$ cat src/rtl/uart_rx.sv
// uart_rx: 8N1 UART receiver with its own bit timer; samples mid-bit.
// Bit period is BAUDRATE+1 clk cycles.
// Optional 8E1 build: define UART_RX_PARITY_EN.
// Ports:
//   clk       system clock
//   rst       synchronous active-high reset
//   rx        async serial input, idle high
//   data      last good byte
//   valid     1-cycle pulse, data updated
//   frame_err 1-cycle pulse, bad stop (or parity)
//   busy      receiver not idle
module uart_rx #(
   parameter int BAUDRATE = 1042
) (
   input  logic       clk,
   input  logic       rst,
   input  logic       rx,
   output logic [7:0] data,
   output logic       valid,
   output logic       frame_err,
   output logic       busy
);

   localparam logic [16:0] BAUD_L = 17'(BAUDRATE);
   localparam logic [16:0] HALF   = 17'((BAUDRATE + 1) / 2);

   localparam logic [2:0] S_IDLE   = 3'd0;
   localparam logic [2:0] S_START  = 3'd1;
   localparam logic [2:0] S_DATA   = 3'd2;
   localparam logic [2:0] S_STOP   = 3'd3;
   localparam logic [2:0] S_BREAK  = 3'd4;
`ifdef UART_RX_PARITY_EN
   localparam logic [2:0] S_PARITY = 3'd5;
`endif

   logic        rx_meta_q;
   logic        rx_s_q;
   logic [2:0]  state_q, state_d;
   logic [16:0] ctr_q, ctr_d;
   logic [7:0]  shift_q, shift_d;
   logic [2:0]  bit_q, bit_d;
   logic [7:0]  data_q, data_d;
   logic        valid_q, valid_d;
   logic        ferr_q, ferr_d;
`ifdef UART_RX_PARITY_EN
   logic        perr_q, perr_d;
`endif
   logic        sample;

   assign sample = (state_q != S_IDLE) && (ctr_q == 17'd0);

   always_comb begin
      state_d = state_q;
      shift_d = shift_q;
      bit_d   = bit_q;
      data_d  = data_q;
      valid_d = 1'b0;
      ferr_d  = 1'b0;
`ifdef UART_RX_PARITY_EN
      perr_d  = perr_q;
`endif
      ctr_d   = (ctr_q != 17'd0) ? ctr_q - 17'd1 : ctr_q;
      if (sample) ctr_d = BAUD_L;

      case (state_q)
         S_IDLE: begin
            if (!rx_s_q) begin
               ctr_d   = HALF;
               state_d = S_START;
            end
         end
         S_START: begin
            if (sample) begin
               if (!rx_s_q) begin
                  state_d = S_DATA;
                  bit_d   = 3'd0;
               end else begin
                  // too short to be a start bit
                  state_d = S_IDLE;
               end
            end
         end
         S_DATA: begin
            if (sample) begin
               shift_d = {rx_s_q, shift_q[7:1]};
               bit_d   = bit_q + 3'd1;
               if (bit_q == 3'd7) begin
`ifdef UART_RX_PARITY_EN
                  state_d = S_PARITY;
`else
                  state_d = S_STOP;
`endif
               end
            end
         end
`ifdef UART_RX_PARITY_EN
         S_PARITY: begin
            if (sample) begin
               perr_d  = ^{shift_q, rx_s_q};
               state_d = S_STOP;
            end
         end
`endif
         S_STOP: begin
            if (sample) begin
               if (rx_s_q) begin
`ifdef UART_RX_PARITY_EN
                  if (perr_q) begin
                     ferr_d = 1'b1;
                  end else begin
                     data_d  = shift_q;
                     valid_d = 1'b1;
                  end
`else
                  data_d  = shift_q;
                  valid_d = 1'b1;
`endif
                  // leave at mid-stop so a back-to-back start is seen
                  state_d = S_IDLE;
               end else begin
                  ferr_d  = 1'b1;
                  state_d = S_BREAK;
               end
            end
         end
         S_BREAK: begin
            // a held-low line must not look like a new start
            if (rx_s_q) state_d = S_IDLE;
         end
         default: state_d = S_IDLE;
      endcase
   end

   always_ff @(posedge clk) begin
      if (rst) begin
         rx_meta_q <= 1'b1;
         rx_s_q    <= 1'b1;
         state_q   <= S_IDLE;
         ctr_q     <= 17'd0;
         shift_q   <= 8'd0;
         bit_q     <= 3'd0;
         data_q    <= 8'd0;
         valid_q   <= 1'b0;
         ferr_q    <= 1'b0;
`ifdef UART_RX_PARITY_EN
         perr_q    <= 1'b0;
`endif
      end else begin
         rx_meta_q <= rx;
         rx_s_q    <= rx_meta_q;
         state_q   <= state_d;
         ctr_q     <= ctr_d;
         shift_q   <= shift_d;
         bit_q     <= bit_d;
         data_q    <= data_d;
         valid_q   <= valid_d;
         ferr_q    <= ferr_d;
`ifdef UART_RX_PARITY_EN
         perr_q    <= perr_d;
`endif
      end
   end

   assign data      = data_q;
   assign valid     = valid_q;
   assign frame_err = ferr_q;
   assign busy      = (state_q != S_IDLE);

endmodule

$ cat config.mk
export PLATFORM = sky130hd
export DESIGN_NAME = uart_rx
export DESIGN_NICKNAME = d
export VERILOG_FILES = /design/src/rtl/uart_rx.sv
export SDC_FILE = /design/constraint.sdc
export NUM_CORES = 1
export LEC_CHECK = 0
export CAP_MARGIN = 20
export CORE_ASPECT_RATIO = 1.1
export CORE_MARGIN = 1.5
export CORE_UTILIZATION = 52
export DETAILED_ROUTE_END_ITERATION = 16
export PLACE_DENSITY = 0.75
export SLEW_MARGIN = 40
export SYNTH_ARGS = -nofsm -noshare
export SYNTH_HDL_FRONTEND = slang
export SYNTH_SLANG_ARGS = --single-unit
$ cat constraint.sdc
create_clock -name clk -period 2.2 [get_ports clk]
set_input_delay 0.22 -clock clk [delete_from_list [all_inputs] [get_ports clk]]
set_output_delay 0.22 -clock clk [all_outputs]
set_load 0.01 [all_outputs]
==> run_summary.xml <==
<?xml version="1.0" encoding="UTF-8"?>
<metrics>
  <group name="layout">
    <metric name="post_route_cells_drive_above_1_share" unit="%">25.65</metric>
    <metric name="nets" unit="">275</metric>
    <metric name="insertedDiodeCount" unit="">0</metric>
    <metric name="post_layout_instance_count_excluding_filler_cells" unit="">319</metric>
    <metric name="final_core_util" unit="%">70.46</metric>
    <metric name="layout-area-overhead-vs-synth" unit="%">28.95</metric>
  </group>
  <group name="synth">
    <metric name="synth_largest_area_cell" unit="">sky130_fd_sc_hd__dfxtp_1</metric>
    <metric name="synth_most_common_cell" unit="">sky130_fd_sc_hd__dfxtp_1</metric>
    <metric name="synth_cells" unit="">232</metric>
    <metric name="synth_cell_type_count" unit="">40</metric>
    <metric name="ys.warnings.count" unit="">0</metric>
    <metric name="ys_async_sr_fraction" unit="%">0</metric>
    <metric name="post_synth_top_flop" unit="">sky130_fd_sc_hd__dfxtp_1</metric>
    <metric name="ys_seq_elements" unit="">43</metric>
    <metric name="yosysTopAreaCellShare" unit="%">43.11</metric>
    <metric name="synth_area" unit="mm2">0.001997</metric>
    <metric name="post_synth.cell_area_avg" unit="um2">8.607</metric>
    <metric name="syn-num-nets" unit="">239</metric>
    <metric name="area_contributors_post_synth" unit="">sky130_fd_sc_hd__dfxtp_1, sky130_fd_sc_hd__a21oi_1, sky130_fd_sc_hd__o21ai_0</metric>
    <metric name="synthTopCellsByCount" unit="">sky130_fd_sc_hd__dfxtp_1, sky130_fd_sc_hd__a21oi_1, sky130_fd_sc_hd__o21ai_0</metric>
    <metric name="number_of_enable_type_register_cells_in_the_synthesized_netlist" unit="">0</metric>
    <metric name="ys_seq_area_share" unit="%">43.11</metric>
  </group>
  <group name="route">
    <metric name="avgRoutedWirePerCell" unit="um">15.32</metric>
    <metric name="remaining_drc_errors" unit="">0</metric>
    <metric name="detailedRoute.firstIterationViolations" unit="">120</metric>
    <metric name="drt_pass1_iterations" unit="">4</metric>
    <metric name="detailroute.via_count" unit="">1898</metric>
    <metric name="routed_wirelength" unit="um">4888</metric>
    <metric name="post_drt_via_cell_ratio" unit="">5.950</metric>
    <metric name="drt.antenna.violating_nets" unit="">0</metric>
  </group>
  <group name="place">
    <metric name="place_inst" unit="">307</metric>
    <metric name="port_buffers" unit="">13</metric>
    <metric name="gp_routability_congestion" unit="">0.8368</metric>
    <metric name="place_ws" unit="ns">-0.01913</metric>
    <metric name="hpwl" unit="um">3186</metric>
  </group>
  <group name="global_routing">
    <metric name="grtUsageMet3" unit="%">6.427</metric>
    <metric name="grt_overflow" unit="">0</metric>
    <metric name="first_global_vias" unit="">1737</metric>
    <metric name="grt_antenna_before_repair" unit="">0</metric>
    <metric name="global_route.usage.total" unit="%">24.87</metric>
    <metric name="grt_max_degree" unit="">21</metric>
    <metric name="gr-max-usage-layer" unit="">met2</metric>
    <metric name="wire_length_of_the_first_global_routing_pass" unit="um">7734</metric>
    <metric name="groute.layer.met1.usage" unit="%">30.27</metric>
    <metric name="grtUsageMet2" unit="%">40.63</metric>
  </group>
  <group name="worst_setup_path">
    <metric name="worst-endpoint-required" unit="ns">2.39</metric>
    <metric name="timing.critical_path.arrival" unit="ns">2.41</metric>
    <metric name="timing_worst_setup_path_type" unit="">flip-flop to flip-flop</metric>
    <metric name="critPathLaunchType" unit="">flip-flop</metric>
    <metric name="cp-end-kind" unit="">flip-flop</metric>
    <metric name="cp_max_fo" unit="">5</metric>
  </group>
  <group name="sta">
    <metric name="period_needed" unit="ns">2.222</metric>
    <metric name="timing.slew.headroom" unit="%">68.34</metric>
    <metric name="report.final.slew_viol_count" unit="">0</metric>
    <metric name="grt_setup_unrepaired" unit="">yes</metric>
    <metric name="max_slew.worst_pin.slew" unit="ns">0.4735</metric>
    <metric name="min_period_over_period" unit="%">101.0</metric>
    <metric name="setup_viol_count_final" unit="">5</metric>
    <metric name="worst_clock_skew" unit="ns">0.007515</metric>
    <metric name="worst_slack" unit="ns">-0.02197</metric>
    <metric name="fmaxAchievable" unit="MHz">450.1</metric>
    <metric name="fin_setup_tns" unit="ns">-0.04755</metric>
    <metric name="final_hold_viol_count" unit="">0</metric>
  </group>
  <group name="floorplanning">
    <metric name="initial_utilization" unit="%">54.64</metric>
    <metric name="boundaryPins" unit="">14</metric>
    <metric name="die_w" unit="um">62.09</metric>
    <metric name="fp.coreArea" unit="mm2">0.003655</metric>
    <metric name="die_height" unit="um">68.00</metric>
    <metric name="fp-row-count" unit="">23</metric>
    <metric name="die_area" unit="mm2">0.004221</metric>
  </group>
  <group name="clock_tree">
    <metric name="cts_num_sinks" unit="">43</metric>
    <metric name="cts-htree-levels" unit="">2</metric>
    <metric name="insertion_delay" unit="ns">0.31</metric>
    <metric name="clkTransAtPathRegs" unit="ns">0.08</metric>
    <metric name="cts.path.max_buffers" unit="">2</metric>
    <metric name="cts-buffers-inserted" unit="">5</metric>
    <metric name="tritoncts" unit="">done</metric>
    <metric name="clock_root_buffer" unit="">sky130_fd_sc_hd__clkbuf_8</metric>
  </group>
  <group name="outcome">
    <metric name="failed_checks" unit="">negative setup slack</metric>
    <metric name="run_status" unit="">complete, but fails checks</metric>
  </group>
  <group name="pwr">
    <metric name="power_density_normalized_to_cell_area" unit="mW/mm2">1262</metric>
    <metric name="peak_vdd_ir" unit="uV">601.0</metric>
    <metric name="power_leakage" unit="nW">0.9108</metric>
  </group>
  <group name="worst_hold_path">
    <metric name="worstHoldPathType" unit="">flip-flop to flip-flop</metric>
  </group>
  <group name="flow_run">
    <metric name="cap_violations" unit="">0</metric>
  </group>
</metrics>
-- registers in the layout, summed over array words and instances, names as in the netlist --
name       count
bit_q          3
ctr_q         17
data           8
frame_err      1
rx_meta_q      1
rx_s_q         1
shift_q        8
state_q        3
valid          1
-- timing repair --
action                                  CTS  global route
buffers inserted                          0             3
endpoints found under the setup margin    1            26
hold buffers                              0             0
gates cloned                              0             1
resized for setup                         1            21
pin swaps                                 0             3
-- report_power, final --
group	switching [mW]	internal, mW
registers	0.101	0.901
logic	0.886	0.856
clock network	0.284	0.222
total	1.27	1.98
-- path summary, 6_finish.rpt --
check                  from         to  slack (ns)  depth (start not counted)
hold / removal    rx_meta_q     rx_s_q        0.42                          1
hold reg to reg   rx_meta_q     rx_s_q        0.42                          1
setup / recovery   ctr_q[0]  ctr_q[14]       -0.02                          8
setup reg to reg   ctr_q[0]  ctr_q[14]       -0.02                          8
-- kinds of logic after synthesis --
logic type	Yosys count	share of synthesized area (%)
AND/OR/NAND/NOR	84	26.19
multiplexers	2	1.128
AO/OA/AOI/OAI	79	22.49
flip-flops	43	43.11
adder cells (fa/ha/maj)	4	2.506
buffers and inverters	20	4.574
-- cells in the final DEF (no fill, tap or decap), drive strengths merged, types with 3 or more instances in the layout --
cell	instances
a21oi	32
buf	31
clkbuf	7
clkdlybuf4s50	13
dfxtp	43
ha	4
inv	4
nand2	6
nand3	19
nor2	11
nor3	6
nor4	3
o21ai	28
o31ai	7
or2	3
or3	7
or4	14
or4b	3
-- through the flow --
| stage | hold WS (ns) | instance area, um2 | power [mW] |
|---|---|---|---|
| floorplan | 0.3238 | 2029 | 2.006 |
| global placement | 0.3935 | 2357 | 2.512 |
| detailed placement | 0.4039 | 2357 | 2.541 |
| CTS | 0.4230 | 2446 | 3.053 |
| global route | 0.4526 | 2575 | 3.460 |
| finish | 0.4183 | 2575 | 3.250 |
-- worst max-delay path, stage by stage, from the launching register on --
cell and delay [ns]:
sky130_fd_sc_hd__dfxtp_2 0.34, sky130_fd_sc_hd__inv_4 0.08, sky130_fd_sc_hd__ha_4 0.12, sky130_fd_sc_hd__or4b_4 0.45
sky130_fd_sc_hd__or4_4 0.54, sky130_fd_sc_hd__buf_8 0.16, sky130_fd_sc_hd__o21ai_4 0.19, sky130_fd_sc_hd__clkbuf_16 0.18
sky130_fd_sc_hd__a21oi_1 0.05
-- metal layers --
metal,part of all wire (%),wire [um]
met3,4.0,195
met4,1.8,87
met5,0,0
met2,52,2547
met1,42,2058
-- final cells by class --
type	count	area, um2
clock inverter	2	12.51
tap	50	62.56
clock buffer	6	72.57
multi-input combinational	169	1124
fill	298	1080
sequential	43	864.6
inverter	4	20.02
timing repair buffer	45	419.2
No activity file was read; power rests on OpenSTA's default activity.
